--- src/rtl/mul_pkg.sv ---
// Shared multiplier/divider definitions: FSM states, widths and sign helpers.
package mul_pkg;

    localparam int unsigned MUL_WIDTH = 16;
    localparam int unsigned MUL_CNT_W = $clog2(MUL_WIDTH) + 1;

    typedef enum logic [1:0] {S_IDLE, S_CALC, S_FIX} mul_state_e;

    typedef logic [MUL_WIDTH-1:0]   op_t;
    typedef logic [2*MUL_WIDTH-1:0] prod_t;

    // Magnitude as unsigned; the most negative value maps to 2^(MUL_WIDTH-1).
    function automatic op_t abs_op(input op_t x);
        return x[MUL_WIDTH-1] ? (~x + op_t'(1)) : x;
    endfunction

    function automatic prod_t neg_prod(input prod_t x);
        return ~x + prod_t'(1);
    endfunction

endpackage

--- src/rtl/mul_16_step.sv ---
// One radix-2 iteration: conditionally adds the multiplicand, shifted by the
// iteration index, into the double-width accumulator.
module mul_16_step
    import mul_pkg::*;
#(
    parameter int unsigned WIDTH = MUL_WIDTH
) (
    input  logic [2*WIDTH-1:0]   acc,
    input  logic [WIDTH-1:0]     mcand,
    input  logic [MUL_CNT_W-1:0] shamt,
    input  logic                 add_en,
    output logic [2*WIDTH-1:0]   acc_next
);

    logic [2*WIDTH-1:0] addend;

    always_comb begin
        addend   = {{WIDTH{1'b0}}, mcand} << shamt;
        acc_next = add_en ? (acc + addend) : acc;
    end

endmodule

--- src/rtl/mul_16.sv ---
// Sequential signed shift-add multiplier, fixed 17-clock latency after start.
// Define MUL_OVF_EN to add the overflow output (product exceeds WIDTH-bit signed range).
module mul_16
    import mul_pkg::*;
#(
    parameter int unsigned WIDTH = MUL_WIDTH
) (
    input  logic               clk,
    input  logic               reset_n,
    input  logic               start,
    input  logic [WIDTH-1:0]   multiplicand,
    input  logic [WIDTH-1:0]   multiplier,
    output logic [2*WIDTH-1:0] product,
    output logic               busy,
    output logic               done
`ifdef MUL_OVF_EN
    ,
    output logic               overflow
`endif
);

    mul_state_e           state_q, state_d;
    logic [MUL_CNT_W-1:0] cnt_q, cnt_d;
    logic [WIDTH-1:0]     mcand_q, mcand_d;
    logic [WIDTH-1:0]     bits_q, bits_d;
    logic [2*WIDTH-1:0]   acc_q, acc_d;
    logic [2*WIDTH-1:0]   acc_step;
    logic [2*WIDTH-1:0]   product_q, product_d;
    logic                 sign_q, sign_d;
    logic                 busy_q, busy_d;
    logic                 done_q, done_d;
`ifdef MUL_OVF_EN
    logic                 ovf_q, ovf_d;
    logic [WIDTH:0]       prod_hi;
`endif

    mul_16_step #(
        .WIDTH (WIDTH)
    ) u_step (
        .acc      (acc_q),
        .mcand    (mcand_q),
        .shamt    (cnt_q),
        .add_en   (bits_q[0]),
        .acc_next (acc_step)
    );

    always_comb begin
        state_d   = state_q;
        cnt_d     = cnt_q;
        mcand_d   = mcand_q;
        bits_d    = bits_q;
        acc_d     = acc_q;
        product_d = product_q;
        sign_d    = sign_q;
        busy_d    = busy_q;
        done_d    = done_q;
`ifdef MUL_OVF_EN
        ovf_d     = ovf_q;
        prod_hi   = '0;
`endif
        unique case (state_q)
            S_IDLE: begin
                if (start) begin
                    mcand_d = abs_op(multiplicand);
                    bits_d  = abs_op(multiplier);
                    sign_d  = multiplicand[WIDTH-1] ^ multiplier[WIDTH-1];
                    acc_d   = '0;
                    cnt_d   = '0;
                    done_d  = 1'b0;
                    busy_d  = 1'b1;
`ifdef MUL_OVF_EN
                    ovf_d   = 1'b0;
`endif
                    state_d = S_CALC;
                end
            end
            S_CALC: begin
                acc_d  = acc_step;
                bits_d = bits_q >> 1;
                cnt_d  = cnt_q + MUL_CNT_W'(1);
                if (cnt_q == MUL_CNT_W'(WIDTH - 1)) begin
                    state_d = S_FIX;
                end
            end
            S_FIX: begin
                product_d = sign_q ? neg_prod(acc_q) : acc_q;
                done_d    = 1'b1;
                busy_d    = 1'b0;
`ifdef MUL_OVF_EN
                // Fits WIDTH-bit signed only if the top WIDTH+1 bits are all equal.
                prod_hi   = product_d[2*WIDTH-1:WIDTH-1];
                ovf_d     = ~((&prod_hi) | ~(|prod_hi));
`endif
                state_d   = S_IDLE;
            end
            default: state_d = S_IDLE;
        endcase
    end

    always_ff @(posedge clk or negedge reset_n) begin
        if (!reset_n) begin
            state_q   <= S_IDLE;
            cnt_q     <= '0;
            mcand_q   <= '0;
            bits_q    <= '0;
            acc_q     <= '0;
            product_q <= '0;
            sign_q    <= 1'b0;
            busy_q    <= 1'b0;
            done_q    <= 1'b0;
`ifdef MUL_OVF_EN
            ovf_q     <= 1'b0;
`endif
        end else begin
            state_q   <= state_d;
            cnt_q     <= cnt_d;
            mcand_q   <= mcand_d;
            bits_q    <= bits_d;
            acc_q     <= acc_d;
            product_q <= product_d;
            sign_q    <= sign_d;
            busy_q    <= busy_d;
            done_q    <= done_d;
`ifdef MUL_OVF_EN
            ovf_q     <= ovf_d;
`endif
        end
    end

    assign product  = product_q;
    assign busy     = busy_q;
    assign done     = done_q;
`ifdef MUL_OVF_EN
    assign overflow = ovf_q;
`endif

endmodule

--- config.mk ---
export PLATFORM = sky130hd
export DESIGN_NAME = mul_16
export DESIGN_NICKNAME = d
export VERILOG_FILES = /design/src/rtl/mul_pkg.sv /design/src/rtl/mul_16_step.sv /design/src/rtl/mul_16.sv
export SDC_FILE = /design/constraint.sdc
export NUM_CORES = 1
export LEC_CHECK = 0
export CAP_MARGIN = 25
export CORE_MARGIN = 4
export CORE_UTILIZATION = 43
export CTS_CLUSTER_DIAMETER = 100
export DETAILED_ROUTE_END_ITERATION = 12
export REMOVE_ABC_BUFFERS = 1
export SLEW_MARGIN = 40
export SYNTH_ARGS = -nofsm -noshare
export SYNTH_HDL_FRONTEND = slang
export SYNTH_SLANG_ARGS = --single-unit
--- constraint.sdc ---
create_clock -name clk -period 10.7 [get_ports clk]
set_input_delay 2.675 -clock clk [delete_from_list [all_inputs] [get_ports clk]]
set_output_delay 2.675 -clock clk [all_outputs]
set_load 0.005 [all_outputs]
# Word-level counts from Yosys, hierarchy flattened
# Cells that the tools add are included.
word_totals:
  register_bits: 106
  in_bits: 35
  out_inout_bits: 34
  elab_cells: 50
classes:
  n_addsub: 5
  eq_ne: 6
  shift: 1
  mux: 17
  bitwise: 4
  reduce_logical: 8
ops:
  columns: ["cell", "n"]
  rows:
  - ["2-to-1 mux 32 bit", 3]
  - ["one-hot mux 32 bit (2 select lines)", 1]
  - ["2-to-1 mux 16 bit", 3]
  - ["adder 16 x 1 -> 16 bit (second input constant)", 2]
  - ["adder 32 x 1 -> 32 bit (second input constant)", 1]
  - ["adder 32 bit", 1]
  - ["inverter 16 bit", 2]
  - ["inverter 32 bit", 1]
  - ["one-hot mux 16 bit (2 select lines)", 1]
  - ["<< shifter 16 x 5 -> 32 bit", 1]
  - ["one-hot mux 5 bit (2 select lines)", 1]
  - ["AND reduction 2 bit", 4]
  - ["!= test 2 bit (second input constant)", 3]
  - ["adder 5 x 1 -> 5 bit (second input constant)", 1]
  - ["equality test 5 x 4 -> 1 bit (second input constant)", 1]
  - ["2-to-1 mux 5 bit", 1]
  - ["2-to-1 mux 2 bit", 2]
  - ["one-hot mux 1 bit (2 select lines)", 2]
  - ["one-hot mux 2 bit (2 select lines)", 1]
  - ["nonzero test 2 bit", 2]
  - ["AND reduction 3 bit", 1]
  - ["equality test 2 x 1 -> 1 bit (second input constant)", 1]
  - ["equality test 2 bit (second input constant)", 1]
  - ["zero test 2 bit", 1]
  - ["other kinds (2)", 3]

# Logic depth before layout (Yosys ltp)
# Gate-level depths: netlist (run 1).
depth:
  word_depth: 5
  mapped_depth: 20
  depth_no_buf: 17

# Hierarchy
# From an unflattened synthesis (run 1), not the netlist that was laid out.
unflattened:
  hier_cells: 1042
  area_unflattened_um2: 8495.6
by_module_without_submodules:
  columns: ["mod", "n_inst", "cells_each", "area_each_um2", "seq_area_each_um2"]
  rows:
  - ["mul_16", 1, 599, 5436.5, 2652.5]
  - ["mul_16_step", 1, 443, 3059.2, 0.0]

# Worst setup path before layout (run 1)
# Ideal clock, no wire load.
synth_timing:
  path_kind: "register to register"
  from: "reg cnt_q[1]"
  to: "reg acc_q[24]"
  setup_ns: 0.069
  t_arrival_ns: 4.079
  required_time_ns: 10.631
  setup_slack_ns: 6.552
  path_stages_with_launch: 19
  n_path_buf: 2
  period_less_slack_ns: 4.148
  cell_sequence: "dfrtp_1 buf_1 clkbuf_1 mux2i_1 a21oi_1 nand2_1 o21ai_0 o21ai_0 nor2_1 ha_1 a21o_1 a21oi_1 o21a_1 o21ai_1 a311o_1 a31oi_1 o21ai_0 or4b_1 nand3_1"
synth_via:
  elab_chain_cells: 4
synth_rtl:
  columns: ["element", "line_no", "source"]
  rows:
  - ["start, declared", "mul_16.sv:23", "logic [MUL_CNT_W-1:0] cnt_q, cnt_d;"]
  - ["start signal, assigned", "mul_16.sv:116", "cnt_q <= cnt_d;"]
  - ["<< shifter 16 x 5 -> 32 bit", "mul_16_step.sv:18", "addend = {{WIDTH{1'b0}}, mcand} << shamt;"]
  - ["adder 32 bit", "mul_16_step.sv:19", "acc_next = add_en ? (acc + addend) : acc;"]
  - ["2-to-1 mux 32 bit", "mul_16_step.sv:19", null]
  - ["one-hot mux 32 bit (2 select lines)", "mul_16.sv:61", "unique case (state_q)"]
  - ["end signal, assigned", "mul_16.sv:106", "acc_q <= '0;"]
  - ["end signal, assigned", "mul_16.sv:119", "acc_q <= acc_d;"]
  - ["end, declared", "mul_16.sv:26", "logic [2*WIDTH-1:0] acc_q, acc_d;"]
# No other way between the ends. The select of a mux whose other input is x is not followed.
# A chain may end at the register's enable or synchronous reset.

# Final worst setup path (run 1)
layout_timing:
  from: "reg cnt_q[4]"
  to: "reg acc_q[30]"
# The elaborated chain is that of the path after synthesis.

==> results of run 1 <==
[layer usage]
layer	wire length (microns)	part of all wire [%]
met1	8740	50
met2	7800	45
met3	625	3.6
met4	299	1.7
met5	0	0
[cell type report]
class	count	area, sq um
multi-input combinational	726	4720
fill	1724	8530
tap	225	282
clock buffer	9	225
timing repair buffer	75	743
clock inverter	7	101
sequential	106	2650
inverter	26	97.6
[layout by cell type (no fill, tap or decap), drive strengths merged, types with 4 or more instances in the layout]
master,Yosys,layout
nor2,37,37
nand4,7,7
o22ai,9,9
and2,6,6
nand2b,15,15
clkinv,2,4
or3,8,8
a21oi,34,34
clkbuf,38,9
xor2,66,66
nor3,6,6
or4,5,5
ha,36,36
buf,8,8
o41ai,7,7
clkdlybuf4s50,0,67
a21boi,5,5
inv,24,25
nor4,6,6
nor2b,11,11
a211oi,8,8
a22oi,15,15
mux2i,22,22
a31oi,5,5
mux2,9,9
nand3b,4,4
and3,6,6
xnor2,15,15
nand3,18,18
o21ai,134,134
dfrtp,106,106
mux4,4,4
nand2,155,155
a21o,11,11
or2,5,5
o31ai,20,20
a22o,4,4
[final timing paths]
| kind | from | endpoint | cells past startpoint |
|---|---|---|---|
| hold reg to reg | product[15] | product[15] | 2 |
| setup / recovery | cnt_q[4] | acc_q[30] | 15 |
| hold / removal | product[15] | product[15] | 2 |
| min in group asynchronous | reset_n | product[4] | 1 |
| setup reg to reg | cnt_q[4] | acc_q[30] | 15 |
| max in group asynchronous | reset_n | cnt_q[0] | 3 |
[report_power, final]
part | internal (uW) | switching (uW)
logic | 767 | 955
registers | 577 | 209
clock network | 207 | 155
total | 1550 | 1320
[kinds of logic after synthesis]
logic type / share of synthesized area [%]
AO/OA/AOI/OAI: 22.5
XOR/XNOR: 9.29
adder cells (fa/ha/maj): 6.16
buffers and inverters: 3.56
flip-flops: 34.7
multiplexers: 5.39
AND/OR/NAND/NOR: 18.4
[critical path, delay by kind of cell (launching register included)]
| family | cells | cell delay (ps) |
|---|---|---|
| flops | 1 | 680 |
| simple gates | 3 | 640 |
| fa+ha+maj | 2 | 390 |
| mux | 1 | 350 |
| compound gates | 7 | 1760 |
| buf+inv | 2 | 620 |
[state kept, by name (all words and copies together) (netlist names)]
signal	count
bits_q	16
state_q	2
sign_q	1
cnt_q	5
acc_q	32
done	1
mcand_q	16
product	32
busy	1
[per-stage QoR]
stage,power (uW),hold WS (ps)
floorplan,1990,460
global placement,2500,461
detailed placement,2520,466
CTS,2890,485
global route,3160,508
finish,2870,476
==> flow_summary.json, run 1 <==
{
  "status": "finished clean",
  "start_util_pct": 44.0,
  "drive_above_1_share_pct": 5.48,
  "grt_first_pass_wirelength_microns": 30000,
  "cp_cell_sequence": "clkinv_1 > nand2_1 > nor2_1 > ha_1 > inv_1 > fa_1 > nand2b_1 > a21oi_1 > o31ai_4 > o21ai_1 > a311o_1 > a21oi_1 > o21a_1 > mux2_2 > o21ai_0",
  "slew_headroom_pct": 52.6,
  "syn_area_sq_mm": 0.00763,
  "dpl.cell_count": 1157,
  "drt_wl_total_microns": 17500,
  "placed_area_sq_mm": 0.00848,
  "fin_skew_ps": 9.46,
  "postSynth.asyncResetShare_pct": 100,
  "worstMarginPinSlew_ps": 705,
  "cts_buffer_depth": 2,
  "yosysMostFrequentCell": "nand2_1",
  "diodes": 0,
  "synth.distinct_cells": 67,
  "postSynthCellCount": 904,
  "grt_pass1_vias": 5990,
  "fmaxAchievable_mhz": 221,
  "io_buffers": 68,
  "syn_to_final_growth_pct": 15.6,
  "clock-root-buffer": "clkbuf_16",
  "synth.top_cell.area_share_pct": 34.7,
  "met1_usage_pct": 26.0,
  "irDropWorstVdd_uv": 134,
  "crit_top_cell": "a21oi_1",
  "power_leakage_uw": 0.00388,
  "cp-start-kind": "register",
  "cts_resized": 0,
  "synth_ff_type": "dfrtp_1",
  "busiest_layer": "met2",
  "fin_cells": 1174,
  "place_congestion": 0.865,
  "synth_warnings": 0,
  "endpoint_kind": "register",
  "row_count": 48,
  "hp-class": "register to register",
  "grt_use_met3_pct": 2.43,
  "ys_seq_elements": 106,
  "vias": 6385,
  "boundaryPins": 69,
  "p_per_area_mw_per_mm2": 325,
  "postCtsSetupRepairBufs": 0,
  "syn_avg_cell_area_sq_um": 8.45,
  "dieArea_sq_mm": 0.0200,
  "rsz0062_at_grt": "no",
  "cts_max_level": 3,
  "drt_iter0_drc": 381,
  "seq_area_frac_synth_pct": 34.7,
  "critPathSlowestCell": "dfrtp_1",
  "viasPerCell": 5.44,
  "overflow": 0,
  "final_core_util_pct": 50.9,
  "cts_num_sinks": 106,
  "drc": 0,
  "met2_usage_pct": 28.6,
  "grtUsageTotal_pct": 18.2,
  "slew_violations": 0,
  "holdBufCountCts": 0,
  "stdcell_area_sq_mm": 0.00883,
  "place_ws_ps": 5820,
  "drtPass1Iterations": 4,
  "synthTopCellsByCount": "nand2_1, o21ai_0, dfrtp_1, xor2_1, clkbuf_1",
  "crit_fanout": 17,
  "cap_violations": 0,
  "antenna_found_initial": 0,
  "cp.required_ps": 10980,
  "numCtsBuffers": 9,
  "synth.area.top_cells": "dfrtp_1, o21ai_0, nand2_1",
  "post-route-min-period_ps": 4520,
  "num-nets-final": 1016,
  "setup_viol": 0,
  "cts_tree": "yes",
  "path_clk_slew_ps": 70,
  "setup-tns-final_ps": 0,
  "layout_setup_ws_ps": 6180,
  "max_stage_delay_ps": 680,
  "fin_crit_sh_pct": 42.2,
  "ant_nets": 0,
  "grt_start_max_net_pins": 67,
  "crit_type": "register to register",
  "r2r_slack_ps": 6180,
  "clock_latency_ps": 360,
  "yosysTopAreaCell": "dfrtp_1",
  "core_area_sq_mm": 0.0174,
  "arrival_ps": 4790,
  "wl_per_cell_microns": 14.9,
  "dpl.hpwl_microns": 13300,
  "hold_viol": 0,
  "synth_edf_count": 0,
  "die_h_microns": 141,
  "die_x_microns": 141
}
(Power assumes the default switching activity.)
==> run 2, diff against run 1 <==
==> constraint.sdc (replaced) <==
create_clock -name clk -period 4.2 [get_ports clk]
set_input_delay 1.05 -clock clk [delete_from_list [all_inputs] [get_ports clk]]
set_output_delay 1.05 -clock clk [all_outputs]
set_load 0.005 [all_outputs]
==> run 2 against run 1 <==
Effect of this change: first-iteration DRC count up 5.5%; largest power group unchanged; setup slack lost 6000 ps; register-to-register slack lost 6000 ps; critical path type unchanged; maximum frequency is 13% higher.
==> flow_summary.json, run 2 (synthesized netlist as in run 1, its figures left out) <==
{
  "status": "finished clean",
  "clock_latency_ps": 360,
  "start_util_pct": 44.0,
  "crit_type": "register to register",
  "grt_first_pass_wirelength_microns": 31000,
  "placed_area_sq_mm": 0.00869,
  "dieArea_sq_mm": 0.0200,
  "dpl.hpwl_microns": 13700,
  "p_seq_share_pct": 24.9,
  "io_buffers": 68,
  "clock-root-buffer": "clkbuf_16",
  "crit_fanout": 16,
  "overflow": 0,
  "grtUsageTotal_pct": 18.8,
  "holdWs_ps": 477,
  "holdBufCountCts": 0,
  "arrival_ps": 4280,
  "wl_per_cell_microns": 15.0,
  "cap_violations": 0,
  "drive_above_1_share_pct": 9.29,
  "mostFrequentLayoutCells": "nand2_1, o21ai_0, dfrtp_1",
  "switching_share_pct": 45.1,
  "cts_tree": "yes",
  "p_comb_share_pct": 63.2,
  "die_h_microns": 141,
  "power_leakage_uw": 0.00403,
  "fin_crit_sh_pct": 95.0,
  "viasPerCell": 5.45,
  "post-route-min-period_ps": 3990,
  "slew_violations": 0,
  "numCtsBuffers": 9,
  "cts_num_sinks": 106,
  "min-delay-start": "product[11]",
  "grt_pass1_vias": 6151,
  "fmaxAchievable_mhz": 251,
  "stdcell_area_sq_mm": 0.00910,
  "row_count": 48,
  "endpoint_kind": "register",
  "startpoint": "cnt_q[0]",
  "drtPass1Iterations": 5,
  "setup_viol": 0,
  "final_common_cell": "nand2_1",
  "place_congestion": 0.885,
  "slew_headroom_pct": 52.0,
  "boundaryPins": 69,
  "vias": 6571,
  "cp-start-kind": "register",
  "drc": 0,
  "cp.required_ps": 4490,
  "drt_iter0_drc": 402,
  "rsz0062_at_grt": "no",
  "fin_skew_ps": 9.48,
  "hp-class": "register to register",
  "num-nets-final": 1047,
  "grt_start_max_net_pins": 90,
  "p_per_area_mw_per_mm2": 846,
  "pwr-share-clk_pct": 11.8,
  "syn_to_final_growth_pct": 19.1,
  "internal-power_uw": 4220,
  "path_clk_slew_ps": 70,
  "drt_wl_total_microns": 18000,
  "irDropWorstVdd_uv": 283,
  "die_x_microns": 141,
  "diodes": 0,
  "worstMarginPinSlew_ps": 713,
  "antenna_found_initial": 0,
  "hold_viol": 0,
  "core_area_sq_mm": 0.0174,
  "ant_nets": 0,
  "cts_buffer_depth": 2,
  "cts_max_level": 3,
  "power.switching_uw": 3470,
  "crit-reg2reg-launch": "cnt_q[0]"
}
[run 2: power by group through the flow]
stage          sequential, uW  combinational (uW)  clock, uW
5_1_grt                  2010                5450        980
4_1_cts                  1930                4750        940
3_5_place_dp             1950                4740          0
2_1_floorplan            1940                3130          0
6_report                 1920                4870        911
3_3_place_gp             1940                4720          0
[run 2: repair_timing]
item	in CTS	in global routing
gates resized for setup	1	17
setup endpoints to repair	4	8
pin swaps	0	1
hold endpoints to repair	0	0
cloned	0	0
setup buffers	0	5
[run 2: worst max-delay path: stages (launching register included)]
cell,delay [ps]
dfrtp_2,480
buf_12,180
mux4_2,560
mux2i_2,210
a21oi_1,140
and2_1,190
ha_1,340
nand3_1,140
nand2b_1,180
o21ai_2,170
a311o_1,290
a21oi_2,110
o21a_1,230
buf_4,150
or4_1,460
nand3_1,90
[run 2: final cells by class]
cell class              instances  area (sq um)
well taps                     225           282
clock buffers                  10           229
clock inverters                 6          90.1
repair buffers                106           986
multi-input cells             726          4760
inverters                      26          97.6
flip-flops and latches        106          2660
fillers                      1677          8260
[run 2: path summary, 6_finish.rpt]
| check | to | slack [ps] | cells past startpoint |
|---|---|---|---|
| worst max-delay path | acc_q[28] | 210 | 15 |
| worst min-delay path | product[11] | 480 | 2 |
| worst max register to register | acc_q[28] | 210 | 15 |
| worst min register to register | product[11] | 480 | 2 |
| max in group asynchronous | cnt_q[1] | 2890 | 2 |
| min in group asynchronous | product[4] | 550 | 1 |
[run 2: per-stage QoR]
step | utilization [%] | worst slack [ps] | std cells | TNS, ps | total power (uW)
floorplan | - | 91.8 | 858 | 0 | 5070
global placement | 50.0 | 72.6 | 1184 | 0 | 6650
detailed placement | 50.1 | -18.5 | 1184 | -30.0 | 6680
CTS | 51.9 | 21.4 | 1200 | 0 | 7630
global route | 52.4 | 16.5 | 1205 | 0 | 8440
finish | 52.4 | 208 | 1205 | 0 | 7700
[run 2: metal layers]
layer	global-route usage, %	wire length, microns	vias to the layer above
li1	-	-	3385
met3	3.20	682	31
met2	28.9	8040	118
met1	27.1	8910	3037
met5	0	0	-
met4	5.81	419	0
==> run 3, diff against run 2 <==
--- a/config.mk
+++ b/config.mk
@@ -6,7 +6,6 @@
 export NUM_CORES = 1
 export LEC_CHECK = 0
 export CAP_MARGIN = 25
-export CORE_MARGIN = 4
 export CORE_UTILIZATION = 43
 export CTS_CLUSTER_DIAMETER = 100
 export DETAILED_ROUTE_END_ITERATION = 12
==> run 3 against run 2 <==
Effect of this change: flip-flop and latch count unchanged; worst hold slack worse by 0.76 ps; register-to-register slack better by 20 ps; global-route usage grew 2.0 points; design area down 1.0%.
==> flow_summary.json, run 3 (synthesized netlist as in run 1, its figures left out) <==
{
  "status": "finished clean",
  "power.switching_uw": 3450,
  "grt_start_max_net_pins": 67,
  "overflow": 0,
  "numCtsBuffers": 9,
  "holdBufCountCts": 0,
  "vias": 6549,
  "post-route-min-period_ps": 3980,
  "power_leakage_uw": 0.00398,
  "postCtsSetupRepairBufs": 0,
  "cts_max_level": 3,
  "io_buffers": 68,
  "cap_violations": 0,
  "fin_crit_sh_pct": 94.7,
  "crit_type": "register to register",
  "crit_fanout": 8,
  "place_ws_ps": 52.1,
  "mostFrequentLayoutCells": "nand2_1, o21ai_0, dfrtp_1",
  "diodes": 0,
  "core_area_sq_mm": 0.0173,
  "dpl.cell_count": 1183,
  "max_stage_delay_ps": 490,
  "clock_latency_ps": 360,
  "r2r_slack_ps": 220,
  "startpoint": "cnt_q[1]",
  "final_common_cell": "nand2_1",
  "worstMarginPinSlew_ps": 709,
  "grtUsageTotal_pct": 20.8,
  "dieArea_sq_mm": 0.0183,
  "drc": 0,
  "boundaryPins": 69,
  "path_clk_slew_ps": 70,
  "drt_iter0_drc": 318,
  "clock-root-buffer": "clkbuf_16",
  "cp-start-kind": "register",
  "syn_to_final_growth_pct": 17.9,
  "row_count": 48,
  "crit-reg2reg-launch": "cnt_q[1]",
  "slew_violations": 0,
  "p_per_area_mw_per_mm2": 838,
  "place_congestion": 0.865,
  "wl_per_cell_microns": 15.0,
  "cp.required_ps": 4490,
  "p_seq_share_pct": 25.4,
  "hold_viol": 0,
  "hold_path_end": "product[14]",
  "internal-power_uw": 4100,
  "num-fill-cells": 1722,
  "grt_first_pass_wirelength_microns": 30500,
  "r2r_end": "acc_q[28]",
  "ant_nets": 0,
  "switching_share_pct": 45.7,
  "hp-class": "register to register",
  "cts_buffer_depth": 2,
  "fin_skew_ps": 8.94,
  "antenna_found_initial": 0,
  "endpoint_kind": "register",
  "min_path_cells": 2,
  "arrival_ps": 4260,
  "fin_cells": 1199,
  "drtPass1Iterations": 5,
  "cts_resized": 0,
  "irDropWorstVdd_uv": 323,
  "dpl.hpwl_microns": 13800,
  "slew_headroom_pct": 52.3,
  "cts_num_sinks": 106,
  "crit_family": "simple AND/OR/NAND/NOR gates",
  "drt_wl_total_microns": 18000,
  "layout_setup_ws_ps": 224,
  "cts_tree": "yes",
  "min-delay-start": "product[14]",
  "fmaxAchievable_mhz": 251,
  "critPathBufInv": 2,
  "cp_cell_sequence": "buf_4 > mux2_2 > o21ai_0 > nor2_1 > nor2_1 > a211oi_1 > ha_1 > nand3_1 > nand2b_1 > o21ai_2 > a311o_1 > a21oi_1 > o21a_1 > buf_4 > or4_1 > nand3_1",
  "die_x_microns": 135,
  "grt_pass1_vias": 6139,
  "reg2reg_depth": 16,
  "die_h_microns": 135,
  "start_util_pct": 44.1,
  "viasPerCell": 5.46,
  "drive_above_1_share_pct": 8.42,
  "p_comb_share_pct": 63.3,
  "setup_viol": 0,
  "pwr-share-clk_pct": 11.3,
  "num-nets-final": 1041,
  "critPathSlowestCell": "or4_1"
}
[run 3: cell types whose count changed in the layout (fill, tap and decap cells not counted), moves of 2 or more]
cell        delta
buf_4          -4
o21ai_0        +4
o21ai_1        -4
a21boi_1       +2
clkinvlp_4     +2
[run 3: power groups by stage]
stage,Clock (uW),Sequential (uW),Combinational (uW)
after detailed placement,0,1950,4750
after global placement,0,1930,4700
after global routing,905,2000,5350
after floorplan,0,1940,3130
final,850,1920,4770
after CTS,871,1930,4760
[run 3: worst reg2reg max path: stages (launching register included)]
cell,delay (ps)
dfrtp_2,450
buf_4,180
mux2_2,340
o21ai_0,240
nor2_1,70
nor2_1,180
a211oi_1,130
ha_1,420
nand3_1,170
nand2b_1,190
o21ai_2,180
a311o_1,260
a21oi_1,120
o21a_1,230
buf_4,140
or4_1,490
nand3_1,110
[run 3: per-stage QoR]
stage	power, uW	util [%]	cell area [sq um]	setup TNS (ps)	hold slack (ps)
6_report	7540	52.1	9000	0	476
5_1_grt	8250	52.1	9000	-10.2	498
4_1_cts	7550	51.9	8980	0	485
3_5_place_dp	6690	50.2	8680	0	470
3_3_place_gp	6630	50.2	8680	0	458
2_1_floorplan	5070	-	7460	0	460
[run 3: area by class of cell]
type	instances	area, sq um	share of cell area [%]
Clock buffer	10	229	2.54
Inverter	26	97.6	1.08
Multi-Input combinational cell	726	4740	52.7
Clock inverter	6	66.3	0.737
Timing Repair Buffer	100	931	10.3
Tap cell	225	282	3.13
Sequential cell	106	2660	29.5
[run 3: how the worst max path moves through the flow]
stage / to / depth (start not counted)
after floorplan: acc_q[24] / 15
after global placement: acc_q[31] / 15
after detailed placement: acc_q[31] / 14
after CTS: acc_q[31] / 14
after global routing: acc_q[31] / 17
final: acc_q[28] / 16
[run 3: per-layer routing]
metal / global-route usage [%] / routed length [microns] / part of all wire, % / up-vias
met4: 5.12 / 183 / 1.0 / 0
met1: 28.6 / 8950 / 50 / 3040
met5: 0 / 0 / 0 / -
li1: - / - / - / 3388
met3: 3.29 / 480 / 2.7 / 14
met2: 34.1 / 8390 / 47 / 107
